## src/rtl/clkdiv_prog.sv

```systemverilog
// Runtime-programmable clock divider: 50% duty divided clock of period 2*(DIV+1)
// plus a one-cycle TICK enable aligned to each rising edge of the divided clock.
module clkdiv_prog #(
    parameter int unsigned     W       = 8,
    parameter logic [W-1:0]    DEF_DIV = W'(3)
) (
    input  logic         CLK,
    input  logic         RES,
    input  logic         EN,
    input  logic [W-1:0] DIV,
    output logic         CLK_OUT,
    output logic         TICK,
    output logic         ACTIVE
);

    logic [W-1:0] cnt;
    logic [W-1:0] d_act;
    logic         run;
    logic         clk_q;
    logic         tick_q;

    // The falling toggle of the divided clock is the period boundary: only there
    // are a new divisor and a stop request taken, so every pulse is full width.
    always_ff @(posedge CLK or negedge RES) begin
        if (!RES) begin
            cnt    <= '0;
            d_act  <= DEF_DIV;
            run    <= 1'b0;
            clk_q  <= 1'b0;
            tick_q <= 1'b0;
        end else begin
            tick_q <= 1'b0;
            if (!run) begin
                if (EN) begin
                    run   <= 1'b1;
                    cnt   <= '0;
                    d_act <= DIV;
                end
            end else if (cnt != d_act) begin
                cnt <= cnt + W'(1);
            end else begin
                cnt   <= '0;
                clk_q <= ~clk_q;
                if (!clk_q) begin
                    tick_q <= 1'b1;
                end else begin
                    d_act <= DIV;
                    if (!EN) begin
                        run <= 1'b0;
                    end
                end
            end
        end
    end

    assign CLK_OUT = clk_q;
    assign TICK    = tick_q;
    assign ACTIVE  = run;

endmodule

```

## config.mk

```make
export PLATFORM = sky130hd
export DESIGN_NAME = clkdiv_prog
export DESIGN_NICKNAME = d
export VERILOG_FILES = /design/src/rtl/clkdiv_prog.sv
export SDC_FILE = /design/constraint.sdc
export NUM_CORES = 1
export LEC_CHECK = 0
export ABC_AREA = 1
export BUFFER_PORTS_ARGS = -buffer_cell sky130_fd_sc_hd__buf_4
export CORE_MARGIN = 4
export CORE_UTILIZATION = 40
export DETAILED_ROUTE_END_ITERATION = 10
export GPL_TIMING_DRIVEN = 0
export HOLD_SLACK_MARGIN = 0.06
export PLACE_DENSITY = 0.56
export SYNTH_ARGS = -nofsm -noshare
export SYNTH_HDL_FRONTEND = slang
export SYNTH_SLANG_ARGS = --single-unit
```

## constraint.sdc

```tcl
create_clock -name CLK -period 1.6 [get_ports CLK]
set_input_delay 0.08 -clock CLK [delete_from_list [all_inputs] [get_ports CLK]]
set_output_delay 0.08 -clock CLK [all_outputs]
set_load 0.01 [all_outputs]
```

## Yosys cells after proc, flatten, opt, wreduce, memory -nomap -nowiden

Index checks and enable logic that the tools add are counted.

- Bits in read-only memories: 0
- Logic and storage cells: 28
- Output and inout port bits: 3
- Bits in latches: 0
- RAM bits: 0
- Bits of input ports: 11
- Register bits: 19
- Memories kept: 0

- Eq/ne operators: 3
- Shift-type cells: 0
- Add/sub/neg operators: 1
- Reductions and logical operators: 3
- Multiply operators: 0
- Bitwise operators: 2
- Div/mod/pow operators: 0
- Magnitude comparators: 0
- Multiplexer cells: 14

Operators with widths:

| cell | number |
|---|---|
| 8-bit two-way mux | 7 |
| 8-bit by 1-bit adder with 8-bit output, second input constant | 1 |
| 8-bit inequality test | 1 |
| 1-bit two-way mux | 7 |
| 3-bit AND reduction | 1 |
| 2-bit by 1-bit inequality test with 1-bit output, second input constant | 1 |
| 2-bit inequality test, second input constant | 1 |
| 1-bit NOT | 2 |
| 2-bit AND reduction | 1 |
| 2-bit nonzero test | 1 |

## Depth between registers and ports, before layout

- Depth in word-level cells: 4
- Depth in mapped cells: 10
- Gate-level depth less buffers: 10

## Least setup slack after synthesis

Ideal clock, no wire load.

- Path kind: reg2reg
- Start point: reg d_act[1]
- End point: reg d_act[3]
- Required time: 1.483 ns
- Period minus slack after synthesis: 1.299 ns
- Setup time: 0.117 ns
- Arrival time: 1.182 ns
- Stages on the path, launching flop included: 10
- Slack: 0.301 ns
- Buffers on the path: 0
- Cells stage by stage: dfstp_2 nand2_1 nand2_1 nand2_1 nor2_2 nand2_2 nand2_4 nand3_4 nand2_1 nand2_1

- Cells in the longest elaborated chain, start to end: 3

RTL lines:

| item | RTL line | RTL |
|---|---|---|
| start, declared | 17 | `logic [W-1:0] d_act;` |
| start signal, assigned | 27 | `d_act <= DEF_DIV;` |
| start signal, assigned | 37 | `d_act <= DIV;` |
| start signal, assigned | 47 | `d_act <= DIV;` |
| 8-bit inequality test | 39 | `end else if (cnt != d_act) begin` |
| 2-bit inequality test (no line) | - |  |
| 3-bit AND reduction (no line) | - |  |

No other way between the ends.
A chain may end at the register's enable or synchronous reset.

## Final worst setup path

- Start point: reg d_act[0]
- End point: reg d_act[2]

Same word-level chain as after synthesis.

==> results.md <==
* Run status: finished clean
* R2r endpoint: d_act[2]
* I/O pin count at 14
* Routed Antenna Nets at 0
* Overall power at 1.64 mW
* Setup crit end kind: flop
* Bufs and invs on worst path at 0
* Startpoint types: flop
* Antenna violations before repair at 0
* Sequential-to-total area share from yosys stat at 0.455
* # DRC at 0
* Die X at 59.3 um
* Lkg Pwr at 0.670 nW
* Critical path's slowest cell: dfstp_2
* CTS Sinks at 19
* Rel. slew slack at 0.807
* Port buffer count at 13
* Post-DP HPWL at around 1600 um
* Clock Skews at approximately 0.004 ns
* Vias at 887
* Synth warn at 0
* Hold Violations, Final at 0
* GR Overflow Total at 0
* Worst-case vdd ir drop at between 0.6 and 0.7 mV
* Worst-margin pin slew at between 0.2 and 0.3 ns
* Shortest period the worst path allows at 1.49 ns
* Final Cycle Share at 0.933
* Endpoints failing setup at 0
* Vias per cell at 4.90
* Gr usage total at 0.158
* #FFs+latches synth at 19
* Die Area at 3510 um2
* Final instance area at between 1000 and 1500 um2
* FMAX at around 670 MHz
* Mapped Area at about 1100 um2
* Share of cells above drive strength 1 at 0.232
* CP required at ~1.8 ns
* CP Capture Point: d_act[2]
* CP Cell Sequence: nand2_1 > nand2_1 > nand2_1 > nor2_2 > nand2_4 > nand2_4 > nand3_4 > nand2_1 > nand2_1
* Wire per inst at 12.8 um
* Die Ht at just under 60 um
* Crit path kind: reg2reg
* Clk slew on worst S/H paths at 0.11 ns
* Global-route wire length before repair at 4080 um
* Mapped Cells at between 100 and 150
* Area growth syn-to-layout at 27.1%
* Placer congestion estimate at 0.783
* Clock Tree Buf Depth at 2
* Power density cells at 1230 nW/um2
* Critical Path Max Stage Delay at 0.56 ns
* Unique masters post-synth at 26
* Pins Over Slew Limit at 0
* Rows at 18
* Root buffer cell: clkbuf_4
* Vias in the first global route at 854
* Clk_lat worst skew at 0.30 ns
* Worst reg-to-reg setup slack at ~0.11 ns
* CP delay by family, top: simple AND/OR/NAND/NOR gates
* Drt first pass iters at 4
* H-tree depth at 1
* MaxCap Viol Count at 0
* Final nets at around 160
* Total wire length at 2320 um
* Syn Area/Cell at 8.61 um2
* CTS Buf Count at 3
* Worst r2r path cells at 9
* Largest net degree at the start of global routing at 20
* Antenna cells at 0
* Starting Density at 0.420
* DP Area at ~1200 um2
* Critical Path Most Common Cell: nand2_1
* Reg2reg start: d_act[0]
* CP Data Arrival Time at 1.70 ns
* Initial DRC Count at 25
* CTS tree: built
* Fillcell total at 233
* Core ar. at 2500 um2
* Hold Crit Class: in2async
* Crit path launch: d_act[0]
* Critical-path maximum fanout at 8
* Number of cells on the critical path at 9
* Post-Syn Nets at 134
[what timing repair did]
action	CTS	global route
setup buffers	0	2
setup endpoints to repair	0	8
endpoints found under the hold margin	28	0
resized for setup	0	3
hold buffers	10	0
[worst min path at each step]
| stage | startpoint | end | slack, ns |
|---|---|---|---|
| 2_1_floorplan | RES | ACTIVE | -0.22 |
| 3_3_place_gp | RES | cnt[0] | -0.03 |
| 3_5_place_dp | RES | cnt[0] | -0.02 |
| 4_1_cts | RES | cnt[0] | 0.18 |
| 5_1_grt | RES | cnt[0] | 0.18 |
| 6_report | RES | cnt[0] | 0.18 |
[cell families after synthesis]
| logic type | Yosys count | share of synthesized area |
|---|---|---|
| XOR/XNOR | 8 | 0.0738 |
| adder cells (fa/ha/maj) | 1 | 0.0119 |
| buffers and inverters | 18 | 0.104 |
| AND/OR/NAND/NOR | 66 | 0.305 |
| AO/OA/AOI/OAI | 10 | 0.0512 |
| flip-flops | 19 | 0.455 |
[flip-flops by register name, indices dropped and copies added (netlist names)]
register	flops
cnt	8
d_act	8
ACTIVE	1
CLK_OUT	1
TICK	1
[metrics by stage]
stage                     std cells  setup TNS, ns  worst slack, ns  utilization  hold slack [ns]
after floorplan                 122              0            0.301            -           -0.216
after global placement          165              0           0.0962        0.474          -0.0283
after detailed placement        165              0           0.0898        0.474          -0.0244
after CTS                       179              0           0.0739        0.525            0.179
after global routing            181        -0.0264         -0.00651        0.535            0.180
final                           181              0            0.107        0.535            0.175
[cell usage in the layout (no fill, tap or decap), drive strengths merged]
| cell type | n |
|---|---|
| nand2 | 43 |
| buf | 18 |
| dfrtp | 17 |
| inv | 14 |
| dlygate4sd3 | 10 |
| nand4 | 9 |
| o21ai | 7 |
| nand3 | 6 |
| clkbuf | 5 |
| xor2 | 4 |
| xnor2 | 4 |
| nor2 | 4 |
| o22ai | 3 |
| nor3 | 2 |
| dfstp | 2 |
| or2 | 1 |
| nand3b | 1 |
| ha | 1 |
[cell usage after synthesis]
master	n	area, um2
nand3_4	1	17.5
dfstp_2	2	52.6
ha_1	1	12.5
clkbuf_8	1	13.8
xnor2_1	3	26.3
nor2_2	2	12.5
nor2_1	2	7.51
nand3_1	5	25.0
inv_1	13	48.8
nand3b_1	1	7.51
nand4_2	1	12.5
buf_6	2	22.5
nand4_1	8	50.1
o21ai_0	6	30.0
nand2_1	41	154
inv_2	1	3.75
buf_12	1	20.0
xor2_1	4	35.0
or2_2	1	6.26
nand2_4	1	11.3
nor3_1	2	10.0
xnor2_2	1	16.3
nand2_2	1	6.26
o22ai_1	3	18.8
o21ai_1	1	5.00
dfrtp_1	17	425
[layout make-up]
type | count | area, um2 | area share
clock buffer | 4 | 26.3 | 0.0197
buffer | 4 | 56.3 | 0.0421
tap | 30 | 37.5 | 0.0281
timing repair buffer | 25 | 213 | 0.159
sequential | 19 | 479 | 0.359
inverter | 14 | 52.6 | 0.0393
multi-input combinational | 85 | 472 | 0.353
[report_power, final]
part	total (mW)	switching (mW)	internal, mW
Clock	0.251	0.154	0.0972
Combinational	0.659	0.340	0.319
Sequential	0.729	0.121	0.608
[worst reg2reg max path, stage by stage, from the launching register on]
cell and delay (ns):
dfstp_2 0.56, nand2_1 0.05, nand2_1 0.07, nand2_1 0.07, nor2_2 0.13, nand2_4 0.10, nand2_4 0.13, nand3_4 0.15
nand2_1 0.10, nand2_1 0.05
[metal layers]
| metal | up-vias | wire [um] | track usage |
|---|---|---|---|
| met5 | - | 0 | 0 |
| met4 | 0 | 34 | 0.0777 |
| met3 | 4 | 84 | 0.0240 |
| met2 | 14 | 1120 | 0.236 |
| met1 | 419 | 1090 | 0.221 |
| li1 | 450 | - | - |
Power figures use the tool's default switching activity.
